===== src/rtl/pipeline_stall_ctrl.sv =====
// Pipeline stall/flush controller: turns hazard, redirect and memory-busy requests into
// per-stage write-enable/flush controls, traps a stuck memory, and keeps saturating counters.
module pipeline_stall_ctrl #(
  parameter int unsigned MEM_TIMEOUT = 255,
  parameter int unsigned CNT_W       = 16
) (
  input  logic             clk,
  input  logic             reset,
  input  logic             LW_Stall,
  input  logic             Jump,
  input  logic             Branch_Taken,
  input  logic             Mem_Busy,
  output logic             PC_Write,
  output logic             IF_ID_Write,
  output logic             IF_ID_Flush,
  output logic             ID_EX_Write,
  output logic             ID_EX_Flush,
  output logic             EX_MEM_Write,
  output logic             MEM_WB_Flush,
  output logic             Halted,
  output logic [CNT_W-1:0] Stall_Count,
  output logic [CNT_W-1:0] Flush_Count
);

  localparam int unsigned WW = $clog2(MEM_TIMEOUT + 1);
  localparam logic [WW-1:0]    WAIT_MAX = WW'(MEM_TIMEOUT);
  localparam logic [WW-1:0]    WAIT_ONE = WW'(1);
  localparam logic [CNT_W-1:0] CNT_ONE  = CNT_W'(1);

  typedef enum logic [1:0] {RUN, MEM_WAIT, TRAP} state_e;

  state_e             state_q, state_d;
  logic [WW-1:0]      wait_cnt_q, wait_cnt_d;
  logic               halted_q, halted_d;
  logic [CNT_W-1:0]   stall_cnt_q, stall_cnt_d;
  logic [CNT_W-1:0]   flush_cnt_q, flush_cnt_d;
  logic               redirect;

  always_comb begin
    PC_Write     = 1'b1;
    IF_ID_Write  = 1'b1;
    IF_ID_Flush  = 1'b0;
    ID_EX_Write  = 1'b1;
    ID_EX_Flush  = 1'b0;
    EX_MEM_Write = 1'b1;
    MEM_WB_Flush = 1'b0;
    redirect     = 1'b0;
    state_d      = state_q;
    wait_cnt_d   = wait_cnt_q;
    stall_cnt_d  = stall_cnt_q;
    flush_cnt_d  = flush_cnt_q;

    if (reset || state_q == TRAP) begin
      PC_Write     = 1'b0;
      IF_ID_Write  = 1'b0;
      IF_ID_Flush  = 1'b1;
      ID_EX_Write  = 1'b0;
      ID_EX_Flush  = 1'b1;
      EX_MEM_Write = 1'b0;
      MEM_WB_Flush = 1'b1;
    end else begin
      // Held requests are ignored while frozen and act in the first non-busy cycle.
      if (Mem_Busy) begin
        PC_Write     = 1'b0;
        IF_ID_Write  = 1'b0;
        ID_EX_Write  = 1'b0;
        EX_MEM_Write = 1'b0;
        MEM_WB_Flush = 1'b1;
      end else if (Branch_Taken) begin
        IF_ID_Flush = 1'b1;
        ID_EX_Flush = 1'b1;
        redirect    = 1'b1;
      end else if (LW_Stall) begin
        PC_Write    = 1'b0;
        IF_ID_Write = 1'b0;
        ID_EX_Flush = 1'b1;
      end else if (Jump) begin
        IF_ID_Flush = 1'b1;
        redirect    = 1'b1;
      end

      case (state_q)
        RUN: begin
          if (Mem_Busy) begin
            state_d    = MEM_WAIT;
            wait_cnt_d = WAIT_ONE;
          end
        end
        MEM_WAIT: begin
          if (!Mem_Busy) begin
            state_d    = RUN;
            wait_cnt_d = '0;
          end else if (wait_cnt_q == WAIT_MAX) begin
            state_d = TRAP;
          end else begin
            wait_cnt_d = wait_cnt_q + WAIT_ONE;
          end
        end
        default: state_d = state_q;
      endcase

      if (!PC_Write && stall_cnt_q != '1) stall_cnt_d = stall_cnt_q + CNT_ONE;
      if (redirect && flush_cnt_q != '1)  flush_cnt_d = flush_cnt_q + CNT_ONE;
    end

    halted_d = (state_d == TRAP);
  end

  always_ff @(posedge clk or posedge reset) begin
    if (reset) begin
      state_q     <= RUN;
      wait_cnt_q  <= '0;
      halted_q    <= 1'b0;
      stall_cnt_q <= '0;
      flush_cnt_q <= '0;
    end else begin
      state_q     <= state_d;
      wait_cnt_q  <= wait_cnt_d;
      halted_q    <= halted_d;
      stall_cnt_q <= stall_cnt_d;
      flush_cnt_q <= flush_cnt_d;
    end
  end

  assign Halted      = halted_q;
  assign Stall_Count = stall_cnt_q;
  assign Flush_Count = flush_cnt_q;

endmodule

===== config.mk =====
export PLATFORM = sky130hd
export DESIGN_NAME = pipeline_stall_ctrl
export DESIGN_NICKNAME = d
export VERILOG_FILES = /design/src/rtl/pipeline_stall_ctrl.sv
export SDC_FILE = /design/constraint.sdc
export NUM_CORES = 1
export LEC_CHECK = 0
export BUFFER_PORTS_ARGS = -buffer_cell sky130_fd_sc_hd__buf_4
export CAP_MARGIN = 20
export CORE_MARGIN = 2
export CORE_UTILIZATION = 35
export CTS_CLUSTER_SIZE = 40
export DETAILED_ROUTE_END_ITERATION = 7
export PLACE_DENSITY = 0.6
export SYNTH_ARGS = -nofsm -noshare
export SYNTH_HDL_FRONTEND = slang
export SYNTH_SLANG_ARGS = --single-unit

===== constraint.sdc =====
create_clock -name clk -period 1.9 [get_ports clk]
set_input_delay 0.57 -clock clk [delete_from_list [all_inputs] [get_ports clk]]
set_output_delay 0.57 -clock clk [all_outputs]
set_load 0.05 [all_outputs]

==> impl_metrics.tcl <==
set metrics [dict create \
    status "finished with violations" \
    failed_checks "setup timing" \
    firstDrtPassIters 4 \
    peakVddDrop_v 0.000731 \
    clk-insertion-delay-late_ns 0.30 \
    rows 28 \
    syn_nets 233 \
    cp-start-kind "register" \
    min_period_over_period 1.02 \
    synthCells 224 \
    end_kind "primary output" \
    post-route-min-period_ns 1.93 \
    finalPower_uw 2990 \
    layout.nets 312 \
    place_inst 370 \
    final_cell_count_no_fill 379 \
    worstPathMaxFanout 4 \
    synth_ff_type "dfrtp_1" \
    avgViaCountPerCell 5.14 \
    power_density_nw_per_um2 969 \
    async_flop_share 1.00 \
    dieHeight_um 83.4 \
    ios 46 \
    finalWorstSetupSlack_ns -0.0331 \
    cts_buffers 5 \
    ys_types 42 \
    vias 1948 \
    synthTopCellsByArea "dfrtp_1 49%, xnor2_1 6.4%, xor2_1 4.4%" \
    worst_slew_pin_slew_ns 0.549 \
    fmax_mhz 517 \
    r2r_start "state_q[1]$_DFF_PP0_" \
    hpwlAfterDp_um 3710 \
    setup_tns_ns -0.0639 \
    path_clk_slew_ns 0.09 \
    place.gp.congestion 0.767 \
    rr_worst_depth 6 \
    ant_nets 0 \
    power.static_leakage_uw 0.00146 \
    synth-seq-area-share 0.488 \
    required_ns 1.33 \
    cts_hold_buf 0 \
    fin_util 0.515 \
    cts-root-buf "clkbuf_8" \
    io_buffers 45 \
    antenna_found_initial 0 \
    slew_viol_final 0 \
    reg2reg_setup_slack_ns 0.05 \
    ctsHtreeMaxLevel 2 \
    max-clock-path-buffers 2 \
    first_global_vias 1813 \
    wl_um 5040 \
    setup_violations 2 \
    die_area_um2 6950 \
    dieWidth_um 83.4 \
    synth.avg_cell_area_um2 9.84 \
    fin_skew_ns 0.0119 \
    synthToLayoutAreaGrowth_pct 40.1 \
    synth-edff-count 0 \
    ys_ff_latch 43 \
    arrival_ns 1.36 \
    relSlewSlack 0.634 \
    core-area_um2 5990 \
    clock-sinks 43 \
    synth_top_area_cell "dfrtp_1" \
    synth_top_area_share 0.488 \
    grt_first_pass_wirelength_um 8510 \
    track_usage 0.149 \
    yosysWarnings 0 \
    cp_num_buf_inv 2 \
    n_antenna_cell 0 \
    crit_slowest_cell "dfrtp_1" \
    rsz0062_at_grt "true" \
    rr_endpoint "Stall_Count[12]$_DFFE_PP0P_" \
    cts_tree "yes" \
    overflow 0 \
    crit_path_max_incr_delay_ns 0.40 \
    hold_path_class "input port to asynchronous set/reset pin" \
    finalHoldViolations 0 \
    crit_family "flip-flops" \
    initial_core_util 0.368 \
    route.detailed.drc 0 \
    cap_viol_max_count 0 \
    grt_max_degree 44 \
    crit_chain "or2b_4, nand2_8, clkinvlp_4, buf_8" \
    preCtsSetupSlack_ns -0.173 \
    drive_above_1_share 0.375 \
    worstSetupPathType "register to primary output" \
    first_iter_violations 83 \
    netlist_area_um2 2200 \
    wl_per_cell_um 13.3 \
]
## worst reg2reg max path: stages, from the launching register on
cell and delay (ns):
dfrtp_1 0.38, or2b_4 0.24, buf_4 0.12, o211ai_1 0.18, or4_4 0.60, nor2_2 0.11
xor2_1 0.15
## synthesized netlist by cell type (2+ instances only)
library cell,n
nor4_1,2
a21oi_1,7
a31oi_1,5
or2_2,3
or4_1,2
mux2_2,2
a31o_2,2
xor2_1,11
nor2b_1,2
nand2_1,25
xnor2_1,16
dfrtp_1,43
o21a_1,2
o21ai_0,11
nor3_1,9
nand3_1,14
and3_1,5
nor2_1,17
buf_4,2
o211ai_1,4
inv_1,6
clkbuf_1,2
nand4_1,10
and2_1,2
ha_1,3
## cell type report
| type | instances | area, um2 |
|---|---|---|
| tap | 75 | 93.8 |
| inverter | 6 | 30.0 |
| multi-input combinational | 169 | 1160 |
| sequential | 43 | 1080 |
| clock inverter | 2 | 35.0 |
| fill | 566 | 2900 |
| clock buffer | 6 | 82.6 |
| timing repair buffer | 78 | 612 |
## report_power, final
part | total [uW] | internal [uW] | switching, uW
clock network | 748 | 426 | 322
registers | 1170 | 1040 | 132
logic | 1080 | 393 | 684
total | 2990 | 1850 | 1140
## worst max path at each step
stage / startpoint / endpoint / slack [ns] / cells past startpoint
6_report: state_q[0]$_DFF_PP0_ / ID_EX_Write / -0.03 / 4
5_1_grt: state_q[1]$_DFF_PP0_ / Stall_Count[12]$_DFFE_PP0P_ / -0.08 / 6
4_1_cts: state_q[0]$_DFF_PP0_ / ID_EX_Write / -0.03 / 4
3_5_place_dp: LW_Stall / Flush_Count[15]$_DFFE_PP0P_ / -0.17 / 6
3_3_place_gp: LW_Stall / Flush_Count[15]$_DFFE_PP0P_ / -0.15 / 6
2_1_floorplan: reset / Stall_Count[9]$_DFFE_PP0P_ / -0.31 / 6
## sequential cells by signal (all words and copies together), names as in the netlist
register     cells
state_q          2
wait_cnt_q       8
Flush_Count     16
Halted           1
Stall_Count     16
## cell usage in the layout (no fill, tap or decap), drive strengths merged, types with 2 or more instances in the layout
cell type | Yosys | final
a2111oi | 2 | 2
a21oi | 7 | 7
a31o | 2 | 2
a31oi | 5 | 5
and2 | 2 | 2
and3 | 5 | 5
buf | 4 | 78
clkbuf | 2 | 6
clkinvlp | 0 | 2
dfrtp | 43 | 43
ha | 3 | 3
inv | 6 | 4
mux2 | 2 | 2
nand2 | 26 | 26
nand3 | 14 | 14
nand4 | 10 | 10
nor2 | 17 | 17
nor2b | 2 | 2
nor3 | 9 | 9
nor4 | 4 | 4
o211ai | 4 | 4
o21a | 2 | 2
o21ai | 11 | 11
or2 | 3 | 3
or4 | 2 | 2
xnor2 | 16 | 16
xor2 | 11 | 11
## stage by stage
stage	cell area, um2	hold slack (ns)
floorplan	2310	0.457
CTS	3070	0.486
global route	3090	0.511
detailed placement	2920	0.488
global placement	2920	0.489
finish	3090	0.458
## metal layers
layer / vias to the layer above / routed length, um / GRT usage
met4: 0 / 68 / 0.0492
met2: 46 / 2370 / 0.241
met3: 4 / 218 / 0.0318
li1: 960 / - / -
met5: - / 0 / 0
met1: 938 / 2380 / 0.197
## cell families after synthesis
kind of cell | after synthesis | synth area share
adder cells (fa/ha/maj) | 3 | 0.0170
multiplexers | 3 | 0.0148
buffers and inverters | 12 | 0.0278
AO/OA/AOI/OAI | 39 | 0.116
XOR/XNOR | 27 | 0.107
AND/OR/NAND/NOR | 97 | 0.229
flip-flops | 43 | 0.488
## timing repair
action / 4_1_cts / 5_1_grt
gates cloned: 0 / 0
setup endpoints to repair: 7 / 7
buffers inserted: 1 / 1
gates resized for setup: 7 / 4
pin swaps: 1 / 2
No activity file was read; power rests on OpenSTA's default activity.
